**config.mk**
```make
export PLATFORM = sky130hd
export DESIGN_NAME = locked_adder_scheduler
export DESIGN_NICKNAME = d
export VERILOG_FILES = /design/src/rtl/locked_adder_pkg.sv /design/src/rtl/key_loader.sv /design/src/rtl/locked_adder_core.sv /design/src/rtl/locked_adder_scheduler.sv
export SDC_FILE = /design/constraint.sdc
export NUM_CORES = 1
export LEC_CHECK = 0
export CORE_ASPECT_RATIO = 1.25
export CORE_MARGIN = 2
export CORE_UTILIZATION = 56
export CTS_BUF_LIST = sky130_fd_sc_hd__clkbuf_4 sky130_fd_sc_hd__clkbuf_8
export DETAILED_ROUTE_END_ITERATION = 6
export PLACE_DENSITY_LB_ADDON = 0.3
export SLEW_MARGIN = 20
export SYNTH_ARGS = -nofsm -noshare
export SYNTH_HDL_FRONTEND = slang
export SYNTH_HIERARCHICAL = 1
export SYNTH_SLANG_ARGS = --single-unit
export TNS_END_PERCENT = 50
```
**constraint.sdc**
```tcl
create_clock -name clk_i -period 3.3 [get_ports clk_i]
set_clock_uncertainty 0.1 [all_clocks]
set_input_delay 0.825 -clock clk_i [delete_from_list [all_inputs] [get_ports clk_i]]
set_output_delay 0.825 -clock clk_i [all_outputs]
set_load 0.02 [all_outputs]
```
**src/rtl/locked_adder_pkg.sv**
```systemverilog
// locked_adder_pkg: shared widths, unlock constant and scheduler state encoding
package locked_adder_pkg;
    localparam int DATA_W = 16;
    localparam int KEY_W = 32;
    localparam logic [KEY_W-1:0] LOCK_KEY = 32'h7641831B;
    typedef enum logic [2:0] {S_LOCKED, S_IDLE, S_ISSUE, S_EVAL, S_RESP} state_t;
endpackage

```
**src/rtl/key_loader.sv**
```systemverilog
// key_loader: serial shadow key register with saturating bit counter
module key_loader
    import locked_adder_pkg::*;
#(
    parameter int KEY_W = locked_adder_pkg::KEY_W
) (
    input  logic             clk_i,
    input  logic             rst_ni,
    input  logic             shift_i,
    input  logic             bit_i,
    input  logic             clear_i,
    output logic [KEY_W-1:0] shadow_key_o,
    output logic             full_o
);
    localparam int CW = $clog2(KEY_W + 1);
    localparam logic [CW-1:0] FULL = CW'(KEY_W);
    logic [KEY_W-1:0] r_shadow;
    logic [CW-1:0]    r_cnt;
    // a commit clears the count and swallows any shift in the same cycle
    always_ff @(posedge clk_i or negedge rst_ni) begin
        if (!rst_ni) begin
            r_shadow <= '0;
            r_cnt    <= '0;
        end else if (clear_i) begin
            r_cnt <= '0;
        end else if (shift_i) begin
            r_shadow <= {r_shadow[KEY_W-2:0], bit_i};
            r_cnt    <= (r_cnt == FULL) ? r_cnt : r_cnt + 1'b1;
        end
    end
    assign shadow_key_o = r_shadow;
    assign full_o = r_cnt == FULL;
endmodule

```
**src/rtl/locked_adder_core.sv**
```systemverilog
// locked_adder_core: key-gated parallel-prefix adder, exact sum only under the unlock key
module locked_adder_core
    import locked_adder_pkg::*;
#(
    parameter int DATA_W = locked_adder_pkg::DATA_W,
    parameter int KEY_W = locked_adder_pkg::KEY_W
) (
    input  logic [DATA_W-1:0] a_i,
    input  logic [DATA_W-1:0] b_i,
    input  logic [KEY_W-1:0]  key_i,
    output logic [DATA_W:0]   sum_o
);
    logic [KEY_W-1:0]  w_diff;
    logic [DATA_W-1:0] w_p;
    logic [DATA_W-1:0] w_g;
    logic [DATA_W-1:0] w_c;
    // key bits that differ from the unlock key flip propagate/generate terms
    assign w_diff = key_i ^ KEY_W'(LOCK_KEY);
    assign w_p = (a_i ^ b_i) ^ w_diff[DATA_W-1:0];
    assign w_g = (a_i & b_i) ^ w_diff[2*DATA_W-1:DATA_W];
    // Kogge-Stone prefix tree; w_c[i] is the carry out of bit i
    always_comb begin : prefix
        logic [DATA_W-1:0] g;
        logic [DATA_W-1:0] p;
        g = w_g;
        p = w_p;
        for (int d = 1; d < DATA_W; d = d * 2) begin
            g = g | (p & (g << d));
            p = p & ((p << d) | DATA_W'((1 << d) - 1));
        end
        w_c = g;
    end
    assign sum_o = {w_c[DATA_W-1], w_p ^ {w_c[DATA_W-2:0], 1'b0}};
endmodule

```
**src/rtl/locked_adder_scheduler.sv**
```systemverilog
// locked_adder_scheduler: round-robin two-requester front end sequencing the key-locked adder
module locked_adder_scheduler
    import locked_adder_pkg::*;
#(
    parameter int DATA_W = locked_adder_pkg::DATA_W,
    parameter int KEY_W = locked_adder_pkg::KEY_W
) (
    input  logic              clk_i,
    input  logic              rst_ni,
    input  logic              key_bit_i,
    input  logic              key_shift_i,
    input  logic              key_commit_i,
    input  logic              req0_valid_i,
    output logic              req0_ready_o,
    input  logic [DATA_W-1:0] req0_a_i,
    input  logic [DATA_W-1:0] req0_b_i,
    input  logic              req1_valid_i,
    output logic              req1_ready_o,
    input  logic [DATA_W-1:0] req1_a_i,
    input  logic [DATA_W-1:0] req1_b_i,
    output logic              rsp_valid_o,
    input  logic              rsp_ready_i,
    output logic              rsp_id_o,
    output logic [DATA_W:0]   rsp_sum_o,
    output logic              locked_o,
    output logic              key_err_o
);
    state_t            r_state;
    state_t            w_next;
    logic [KEY_W-1:0]  r_key;
    logic [KEY_W-1:0]  w_shadow;
    logic              w_full;
    logic              w_commit_ok;
    logic              w_hs;
    logic              r_rr;
    logic              r_id;
    logic              r_key_err;
    logic [DATA_W-1:0] r_a;
    logic [DATA_W-1:0] r_b;
    logic [DATA_W:0]   r_sum;
    logic [DATA_W:0]   w_sum;

    key_loader #(.KEY_W(KEY_W)) u_key_loader (
        .clk_i        (clk_i),
        .rst_ni       (rst_ni),
        .shift_i      (key_shift_i),
        .bit_i        (key_bit_i),
        .clear_i      (key_commit_i),
        .shadow_key_o (w_shadow),
        .full_o       (w_full)
    );

    locked_adder_core #(.DATA_W(DATA_W), .KEY_W(KEY_W)) u_core (
        .a_i   (r_a),
        .b_i   (r_b),
        .key_i (r_key),
        .sum_o (w_sum)
    );

    assign w_commit_ok = key_commit_i & w_full & (r_state == S_LOCKED || r_state == S_IDLE);
    assign req0_ready_o = (r_state == S_IDLE) & req0_valid_i & (~req1_valid_i | ~r_rr);
    assign req1_ready_o = (r_state == S_IDLE) & req1_valid_i & (~req0_valid_i | r_rr);
    assign w_hs = req0_ready_o | req1_ready_o;

    // next-state: unlock, grant, two pipeline steps, then hold until the result is taken
    always_comb begin
        w_next = r_state;
        case (r_state)
            S_LOCKED: w_next = w_commit_ok ? S_IDLE : S_LOCKED;
            S_IDLE:   w_next = w_hs ? S_ISSUE : S_IDLE;
            S_ISSUE:  w_next = S_EVAL;
            S_EVAL:   w_next = S_RESP;
            S_RESP:   w_next = rsp_ready_i ? S_IDLE : S_RESP;
            default:  w_next = S_LOCKED;
        endcase
    end

    // state register; reset re-locks and drops any in-flight request
    always_ff @(posedge clk_i or negedge rst_ni) begin
        if (!rst_ni) r_state <= S_LOCKED;
        else r_state <= w_next;
    end

    // key, operand capture, arbitration pointer and result register
    always_ff @(posedge clk_i or negedge rst_ni) begin
        if (!rst_ni) begin
            r_key     <= '0;
            r_key_err <= 1'b0;
            r_rr      <= 1'b0;
            r_id      <= 1'b0;
            r_a       <= '0;
            r_b       <= '0;
            r_sum     <= '0;
        end else begin
            r_key_err <= key_commit_i & ~w_commit_ok;
            if (w_commit_ok) r_key <= w_shadow;
            if (w_hs) begin
                r_a  <= req1_ready_o ? req1_a_i : req0_a_i;
                r_b  <= req1_ready_o ? req1_b_i : req0_b_i;
                r_id <= req1_ready_o;
                if (req0_valid_i & req1_valid_i) r_rr <= ~r_rr;
            end
            if (r_state == S_ISSUE) r_sum <= w_sum;
        end
    end

    assign rsp_valid_o = r_state == S_RESP;
    assign rsp_sum_o = r_sum;
    assign rsp_id_o = r_id;
    assign locked_o = r_state == S_LOCKED;
    assign key_err_o = r_key_err;
endmodule

```
# After elaboration in Yosys (flattened, before gate mapping)

Cells that the tools add are included.

$add $sub $neg: 1
Equality and inequality tests: 6
Multiplexer cells: 9
Bitwise logic cells: 33
Reduce and logical (&&, ||, !) cells: 6

Operator list:

| cell                  | number |
|---|---|
| $and A16 B16 Y16      | 8 |
| $or A16 B16 Y16       | 4 |
| $xor A16 B16 Y16      | 4 |
| $mux W16              | 2 |
| $mux W6               | 3 |
| $pmux W3 S5           | 1 |
| $not A14 Y14          | 1 |
| $and A1 B1 Y1         | 8 |
| $add A6 B1 Y6 const B | 1 |
| $eq A3 B2 Y1 const B  | 2 |
| $eq A6 B6 Y1 const B  | 1 |
| $reduce_and A2 Y1     | 3 |
| $not A1 Y1            | 5 |
| $eq A3 B1 Y1 const B  | 1 |
| $eq A3 B3 Y1 const B  | 1 |
| $logic_not A3 Y1      | 1 |
| $mux W3               | 1 |
| $or A1 B1 Y1          | 3 |
| $mux W2               | 1 |
| $ne A2 B2 Y1 const B  | 1 |
| $reduce_bool A2 Y1    | 1 |
| $logic_or A1 B1 Y1    | 1 |
| $mux W1               | 1 |

Register bits: 125
Input port bits: 72
Output and inout port bits: 23
Word-level logic and storage cells: 65

# Depth between registers and ports, before layout

Gate-level depths: netlist of the first run.

Depth in word-level cells: 11
Depth in mapped cells: 9
Depth with buffers taken out: 9

# Cells and area by module

Netlist of the first run, hierarchy kept.

By module, submodules not included:

| module                 | instances | cells each | area each (µm²) | seq. area each (µm²) |
|---|---|---|---|---|
| locked_adder_scheduler | 1         | 248        | 3,592.2         | 2,177.1 |
| key_loader             | 1         | 109        | 1,576.5         | 950.9 |
| locked_adder_core      | 1         | 128        | 1,049.8         | 0.0 |

# Worst setup path after synthesis of the first run

Ideal clock, no wire load.

Kind: input to output
Start point: input port req0_valid_i
End point: output port req0_ready_o
Arrival: 1.523 ns
Required time: 2.375 ns
Path slack: 0.852 ns
Cell stages on the path: 3
Buffers on the path: 1
Cell sequence: a21bo_2 > clkbuf_1 > nor2_1

Cells in the longest elaborated chain, start to end: 2

Ends and longest elaborated chain:

| what                       | RTL line                     | text |
|---|---|---|
| start: declaration         | locked_adder_scheduler.sv:13 | `input logic req0_valid_i,` |
| $and A1 B1 Y1 (2 in a row) | locked_adder_scheduler.sv:61 | `assign req0_ready_o = (r_state == S_IDLE) & req0_valid_i & (~req1_valid_i \| ~r_rr);` |
| end: declaration           | locked_adder_scheduler.sv:14 | `output logic req0_ready_o,` |

No other way between the ends.

# Final worst setup path of the first run

Start point: input port req0_valid_i
End point: output port req1_ready_o

Cells in the longest elaborated chain, start to end: 3

Ends and longest elaborated chain:

| what             | RTL line                     | text |
|---|---|---|
| $not A1 Y1       | locked_adder_scheduler.sv:62 | `assign req1_ready_o = (r_state == S_IDLE) & req1_valid_i & (~req0_valid_i \| r_rr);` |
| $or A1 B1 Y1     | locked_adder_scheduler.sv:62 |  |
| $and A1 B1 Y1    | locked_adder_scheduler.sv:62 |  |
| end: declaration | locked_adder_scheduler.sv:18 | `output logic req1_ready_o,` |

No other way between the ends.

==> results.cfg, run 1 <==
[clock_tree]
clk_latency_ps = 430
cts_tree = done
clk_path_buf_depth = 2
clock_sinks = 125
cts.clk_slew.worst_paths_ps = 70
hold_buffers = 0
clockRootBuffer = clkbuf_8
cts_inserted_buffers = 17
cts-htree-levels = 4
postCtsSetupBuffers = 0

[critical_path]
critical_path_class = primary input to output pin
reg2reg_from = r_a[1]$_DFFE_PN0P_
crit_path_start_kind = primary input
cp.required_ps = 2370
r2r_cells = 9
cp_top_family = buffers and inverters
crit_chain = clkdlybuf4s50_1 -> buf_4 -> nand2b_1 -> nand3_1 -> inv_1 -> clkdlybuf4s50_1
slowest_delay_ps = 600
setup.worst_path.end_class = output pin
crit_slowest_cell = clkdlybuf4s50_1
crit_arrival_ps = 2260
worst-path-max-fanout = 4
cpMostUsedCell = clkdlybuf4s50_1
cp.depth = 6
crit_buf_inv = 4
r2r_end = rsp_sum_o[12]$_DFFE_PN0P_
ff2ff_setup_slack_ps = 500

[cells_and_area]
nets = 675
final_cell_mix = dfrtp_1, clkdlybuf4s50_1, mux2_2
drive_gt1_frac = 0.295
final_core_util = 0.703
n_antenna_cell = 0
final_common_cell = dfrtp_1
finalNonFillerCells = 732
areaGrowthSynthToFinish_pct = 24.0

[place]
finalWeightedCongestion = 0.863
placedCellCount = 700
post-dp-hpwl_um = 9990
port_buffers = 94

[global_route]
grt_util_met1 = 0.297
grt_overflow = 0
gr-usage-met3 = 0.0591
grt_use_total = 0.247
grt_max_degree = 66
grt_pass1_vias = 4550
gr-max-usage-layer = met2
grt_pass1_wl_um = 22900
grt_use_met2 = 0.441
antenna_found_initial = 0

[detailed_routing]
vias_per_cell = 5.90
drt-initial-drc-count = 256
wl_per_cell_um = 19.4
drcViolationCount = 0
detail-route-antenna-nets = 0
first_pass_iters = 4
wirelength_um = 14200
vias = 4319

[yosys]
synth.distinct_cells = 56
async_flop_share = 1.00
synth_seq_cells = 125
syn_area_sq_um = 6220
synthFlopType = dfrtp_1
synth_seq_area_share = 0.503
synth_nets = 576
yosys_warnings = 6
syn_avg_cell_area_sq_um = 12.8
synthCells = 485
synth_edf_count = 0

[sta]
fin_crit_ps = 3180
rsz0062_at_grt = no
finalHoldViolCount = 0
max_slew_margin = 0.666
worst_pin_slew_ps = 499
max_freq_mhz = 314
fin_crit_sh = 0.964
fin_tns_setup_ps = 0
final-setup-viol-count = 0
slew_violations = 0

[run]
drv_cap = 0

[power]
cellLeakagePower_uw = 0.00334
ir_worst_vdd_v = 0.000577
p_per_area_nw_per_um2 = 902

[floorplan]
die-area_sq_um = 12000
die_h_um = 122
core_area_sq_um = 11000
die_w_um = 98.3
ioPinCount = 95
rows = 43
start_util = 0.567

[run_status]
outcome = finished, final reports clean

[hold_path]
hold_path.class = primary input to async pin
[per-stage QoR]
stage	setup slack, ps	hold WS [ps]	area, sq um	power [uW]
2_1_floorplan	852	359	6220	4630
3_3_place_gp	112	381	7300	5500
3_5_place_dp	73.1	392	7300	5610
4_1_cts	63.4	246	7710	6980
5_1_grt	63.4	264	7710	7380
6_report	119	255	7710	6960
[state kept, by name, indices dropped and copies added (netlist names)]
name,count
key_err_o,1
r_a,16
u_key_loader/r_cnt,6
rsp_sum_o,17
r_rr,1
r_key,32
u_key_loader/shadow_key_o,32
r_state,3
rsp_id_o,1
r_b,16
[metal layers]
layer	part of all wire	wire [um]	vias up
li1	-	-	1988
met1	0.40	5680	2174
met2	0.54	7700	136
met3	0.043	607	21
met4	0.015	211	0
met5	0	0	-
[cell type report]
| type | instances | area [sq um] |
|---|---|---|
| clock buffer | 27 | 353 |
| clock inverter | 5 | 52.6 |
| fill | 779 | 3260 |
| inverter | 6 | 22.5 |
| multi-input combinational | 328 | 2930 |
| sequential | 125 | 3130 |
| tap | 135 | 169 |
| timing repair buffer | 106 | 1060 |
[timing repair]
action	in CTS	in global routing
hold endpoints to repair	0	0
gates resized for setup	0	1
setup endpoints to repair	0	1
[synth_stat cells, types with 3 or more instances]
cell type  number  area share
nand3_1         3      0.0024
a31oi_1         3      0.0030
nor3_1          3      0.0024
ha_1           19       0.038
or3_1          33       0.033
buf_4           5      0.0060
o21ai_0        11      0.0089
nor2_1         17       0.010
nand4_1         3      0.0030
o221a_2        32       0.058
a21oi_1        16       0.013
buf_2           8      0.0064
xnor2_1        26       0.037
nand2_1        10      0.0060
inv_1           6      0.0036
mux2_2         81        0.15
buf_6           4      0.0072
dfrtp_1       125        0.50
xor2_1         22       0.031
clkbuf_1        9      0.0054
a211oi_1        3      0.0036
nor2b_1         4      0.0040
[report_power, final]
part	leakage, uW	total (uW)	switching (uW)	internal (uW)
Combinational	0.00156	3330	1690	1640
Sequential	0.00157	2300	336	1960
Clock	0.000212	1330	566	759
[cell families (layout without fill, tap and decap cells)]
kind of cell    count (synthesis)  count (layout)  synth area share
compound gates                 82              82             0.111
xor+xnor                       53              53            0.0825
fa+ha+maj                      19              19            0.0382
buf+inv                        32             144            0.0288
flops                         125             125             0.503
mux                            82              82             0.148
simple gates                   92              92            0.0879
[how the worst max path moves through the flow]
| stage | from | to | slack [ps] |
|---|---|---|---|
| 2_1_floorplan | req0_valid_i | req0_ready_o | 850 |
| 3_5_place_dp | req0_valid_i | req0_ready_o | 70 |
| 3_3_place_gp | req0_valid_i | req0_ready_o | 110 |
| 5_1_grt | req0_valid_i | req1_ready_o | 60 |
| 6_report | req0_valid_i | req1_ready_o | 120 |
| 4_1_cts | req0_valid_i | req0_ready_o | 60 |
No activity file was read; power rests on OpenSTA's default activity.
==> run 2, diff against run 1 <==
- CORE_UTILIZATION: 56 -> 60
- clock period: 3.3 -> 3.95 ns (I/O delays scaled with it)
==> run 2 against run 1 <==
Via count shrank 0.83%. Flip-flop and latch count is the same. Non-clock buffer count is 2 lower. Critical path depth down 2. Core utilization increased by 4.9 points. Register-to-register slack better by 670 ps. Routed wire length decreased by 3.2%. Clock power is 26% lower. Power shrank 18%. Design area is 1.5% lower.
==> results.cfg, run 2 (synthesis gave the netlist of run 1 again) <==
[run_status]
outcome = finished, final reports clean

[detailed_routing]
wirelength_um = 13800
vias = 4283
wl_per_cell_um = 19.0
vias_per_cell = 5.93
detail-route-antenna-nets = 0
first_pass_iters = 5
drcViolationCount = 0
drt-initial-drc-count = 307

[sta]
max_slew_margin = 0.467
fin_crit_ps = 3610
fin_tns_setup_ps = 0
max_freq_mhz = 277
rsz0062_at_grt = no
worst_pin_slew_ps = 798
fin_crit_sh = 0.914
finalHoldViolCount = 0
finalWorstSetupSlack_ps = 339
slew_violations = 0
final-setup-viol-count = 0

[run]
drv_cap = 0

[cells_and_area]
drive_gt1_frac = 0.288
final_common_cell = dfrtp_1
finalNonFillerCells = 722
n_antenna_cell = 0
fin_area_sq_um = 7600
areaGrowthSynthToFinish_pct = 22.2
nets = 673
final_cell_mix = dfrtp_1, clkdlybuf4s50_1, mux2_2
fillers = 675

[clock_tree]
clk_path_buf_depth = 2
postCtsSetupBuffers = 0
hold_buffers = 0
cts_inserted_buffers = 17
clk_latency_ps = 430
clockRootBuffer = clkbuf_8
cts-htree-levels = 4
cts_tree = done
cts.clk_slew.worst_paths_ps = 60
clock_sinks = 125
postCtsResizedCells = 0

[global_route]
antenna_found_initial = 0
grt_overflow = 0
grt_pass1_vias = 4571
grt_pass1_wl_um = 22500
grt_use_total = 0.264
grt_max_degree = 42

[power]
cellLeakagePower_uw = 0.00328
p_per_area_nw_per_um2 = 747
ir_worst_vdd_v = 0.000518

[critical_path]
critical_path_class = primary input to output pin
crit_path_start_kind = primary input
setup.worst_path.end_class = output pin
r2r_cells = 9
crit_slowest_cell = clkdlybuf4s50_1
slowest_delay_ps = 620
cpMostUsedCell = clkdlybuf4s50_1
crit_arrival_ps = 2520
cp.required_ps = 2860
worst-path-max-fanout = 5
cp_top_family = buffers and inverters
crit_buf_inv = 2
cp.depth = 4
crit_chain = clkdlybuf4s50_1 -> a21bo_2 -> nor2_1 -> clkdlybuf4s50_1

[hold_path]
hold_path.class = flop to flop
holdPathStages = 1

[floorplan]
die_h_um = 118
ioPinCount = 95
start_util = 0.615
die_w_um = 95.1
rows = 41
die-area_sq_um = 11200
core_area_sq_um = 10100

[place]
placedCellCount = 692
port_buffers = 94
placed_area_sq_um = 7250
post-dp-hpwl_um = 9570
pre_cts_ws_ps = 339
finalWeightedCongestion = 0.905
-- run 2: cell count changes in the layout (fill, tap and decap cells not counted), sizes merged --
cell           before  now
clkbuf             27   21
clkinv              3    7
buf                13   11
clkdlybuf4s50      92   93
dlymetal6s2s        1    0
-- run 2: path summary, 6_finish.rpt --
check / start / endpoint / slack (ps)
setup / recovery: req0_valid_i / req0_ready_o / 340
hold / removal: rsp_sum_o[13]$_DFFE_PN0P_ / rsp_sum_o[13]$_DFFE_PN0P_ / 410
setup reg to reg: r_a[1]$_DFFE_PN0P_ / rsp_sum_o[16]$_DFFE_PN0P_ / 1170
hold reg to reg: rsp_sum_o[13]$_DFFE_PN0P_ / rsp_sum_o[13]$_DFFE_PN0P_ / 410
max in group asynchronous: rst_ni / r_key[31]$_DFFE_PN0P_ / 2500
min in group asynchronous: rst_ni / r_key[25]$_DFFE_PN0P_ / 430
-- run 2: cell type report --
type / instances / area [sq um] / area share
Clock buffer: 21 / 270 / 0.0356
Clock inverter: 9 / 72.6 / 0.00955
Inverter: 6 / 22.5 / 0.00296
Multi-Input combinational cell: 328 / 2930 / 0.386
Sequential cell: 125 / 3130 / 0.412
Tap cell: 129 / 161 / 0.0212
Timing Repair Buffer: 104 / 1010 / 0.133
-- run 2: per-stage QoR --
step	utilization	power, uW	hold WS [ps]
after floorplan	-	3870	359
after global placement	0.718	4560	385
after detailed placement	0.718	4670	396
after CTS	0.752	5690	411
after global routing	0.752	6030	432
final	0.752	5670	406
-- run 2: routing by layer --
layer	part of all wire	track usage	routed length (um)	vias to the layer above
li1	-	-	-	1976
met4	0.026	0.111	354	0
met2	0.52	0.446	7190	138
met3	0.048	0.0583	654	30
met1	0.40	0.322	5550	2139
met5	0	0	0	-
-- run 2: power breakdown --
group | internal, uW | switching (uW) | total (uW)
Combinational | 1360 | 1410 | 2770
Sequential | 1640 | 275 | 1920
Clock | 518 | 465 | 984
==> run 3, diff against run 2 <==
- CORE_UTILIZATION: 60 -> 56
- RECOVER_POWER: unset -> 25
- clock period: 3.95 -> 3.55 ns (I/O delays scaled with it)
==> run 3 against run 2 <==
Global-route usage is 1.8 points lower. Power increased by 15%. Critical path type unchanged. Design area is 1.2% higher. Clock power grew 33%. Combinational power grew 11%. Flip-flop and latch count stayed put. Final cell count increased by 1.2%. Sequential share of layout area decreased by 0.50 points. Via count is 1.8% higher.
==> results.cfg, run 3 (synthesis gave the netlist of run 1 again) <==
[sta]
fin_tns_setup_ps = 0
finalHoldViolCount = 0
worst_pin_slew_ps = 1310
rsz0062_at_grt = no
fin_crit_sh = 0.940
slew_violations = 0
max_slew_margin = 0.129
final-setup-viol-count = 0
fin_crit_ps = 3340
max_freq_mhz = 300

[floorplan]
die_h_um = 122
die_w_um = 98.3
core_area_sq_um = 11000
die-area_sq_um = 12000
rows = 43
ioPinCount = 95
start_util = 0.567

[detailed_routing]
wl_per_cell_um = 19.1
wirelength_um = 14000
highest_layer = met4
vias = 4362
first_pass_iters = 4
wl_met1_um = 5630
drcViolationCount = 0
dr_wl_met2_um = 7460
met3WireLength_um = 535
drt-initial-drc-count = 187
vias_per_cell = 5.97
detail-route-antenna-nets = 0

[place]
finalWeightedCongestion = 0.826
port_buffers = 94
post-dp-hpwl_um = 9830
placedCellCount = 699

[clock_tree]
clk_path_buf_depth = 2
clk_latency_ps = 440
hold_buffers = 0
cts_inserted_buffers = 17
postCtsResizedCells = 0
cts_tree = done
cts.clk_slew.worst_paths_ps = 70
postCtsSetupBuffers = 0
cts-htree-levels = 4
clock_sinks = 125
clockRootBuffer = clkbuf_8

[power]
seqPwrFrac = 0.327
ir_worst_vdd_v = 0.000599
clock_power_share = 0.201
cellLeakagePower_uw = 0.00332
p_int_uw = 4100
p_per_area_nw_per_um2 = 847
swShare = 0.370
switchingPower_uw = 2410
power_frac_comb = 0.472
finalPower_uw = 6510

[critical_path]
setup.worst_path.end_class = output pin
critical_path_class = primary input to output pin
cp.required_ps = 2560
crit_path_start_kind = primary input
crit_arrival_ps = 2350
slowest_delay_ps = 630
worst-path-max-fanout = 2
crit_chain = clkdlybuf4s50_1 -> a21bo_2 -> nor2_1 -> clkdlybuf4s50_1
cpMostUsedCell = clkdlybuf4s50_1
crit_slowest_cell = clkdlybuf4s50_1

[cells_and_area]
n_antenna_cell = 0
final_cell_mix = dfrtp_1, clkdlybuf4s50_1, mux2_2
fillers = 804
final_common_cell = dfrtp_1
drive_gt1_frac = 0.294
nets = 674
finalNonFillerCells = 731
areaGrowthSynthToFinish_pct = 23.7
final_core_util = 0.701

[global_route]
grt_pass1_vias = 4616
grt_max_degree = 52
antenna_found_initial = 0
grt_use_total = 0.246
grt_pass1_wl_um = 22700
grt_overflow = 0

[run_status]
outcome = finished, final reports clean

[run]
drv_cap = 0

[hold_path]
hold_path.class = flop to flop
-- run 3: cell count changes in the layout (fill, tap and decap cells not counted) --
cell	delta
clkbuf_8	+5
clkinv_2	-5
clkbuf_2	+2
buf_4	-1
bufinv_16	+1
clkbuf_4	+1
clkdlybuf4s50_1	-1
dlygate4sd3_1	+1
nor2b_1	-1
nor2b_2	+1
-- run 3: power groups by stage --
stage	clock, uW	combinational (uW)	sequential [uW]
finish	1310	3070	2130
global route	1390	3340	2180
CTS	1320	3080	2140
detailed placement	0	3050	2160
global placement	0	2970	2140
floorplan	0	2140	2160
-- run 3: worst max-delay path: cells and delay by family --
kind | cells | cell delay, ps
simple gates | 1 | 140
compound gates | 1 | 230
buf+inv | 2 | 1100
-- run 3: area by class of cell --
cell class	instances	area, sq um	share of cell area
clock inverters	5	77.6	0.0101
repair buffers	105	1020	0.132
clock buffers	27	347	0.0451
multi-input cells	328	2930	0.381
flip-flops and latches	125	3130	0.407
inverters	6	22.5	0.00293
well taps	135	169	0.0220
-- run 3: metrics by stage --
| step | setup WS (ps) | hold WS, ps | area [sq um] |
|---|---|---|---|
| after floorplan | 977 | 359 | 6220 |
| after global placement | 240 | 387 | 7280 |
| after detailed placement | 207 | 387 | 7280 |
| after CTS | 203 | 411 | 7710 |
| after global routing | 153 | 429 | 7690 |
| final | 211 | 407 | 7690 |
-- run 3: layer usage --
metal,vias to the layer above,track usage
li1,1995,-
met1,2212,0.289
met2,129,0.433
met3,26,0.0625
met4,0,0.0993
met5,-,0
-- run 3: worst paths after layout --
| check | from | cells after the start | endpoint | slack [ps] |
|---|---|---|---|---|
| worst max-delay path | req0_valid_i | 4 | req0_ready_o | 210 |
| worst min-delay path | rsp_id_o$_DFFE_PN0P_ | 2 | rsp_id_o$_DFFE_PN0P_ | 410 |
| worst max register to register | r_a[1]$_DFFE_PN0P_ | 9 | rsp_sum_o[12]$_DFFE_PN0P_ | 720 |
| worst min register to register | rsp_id_o$_DFFE_PN0P_ | 2 | rsp_id_o$_DFFE_PN0P_ | 410 |
| max in group asynchronous | rst_ni | 2 | u_key_loader/shadow_key_o[17]$_DFFE_PN0P_ | 940 |
| min in group asynchronous | rst_ni | 1 | rsp_sum_o[7]$_DFFE_PN0P_ | 640 |
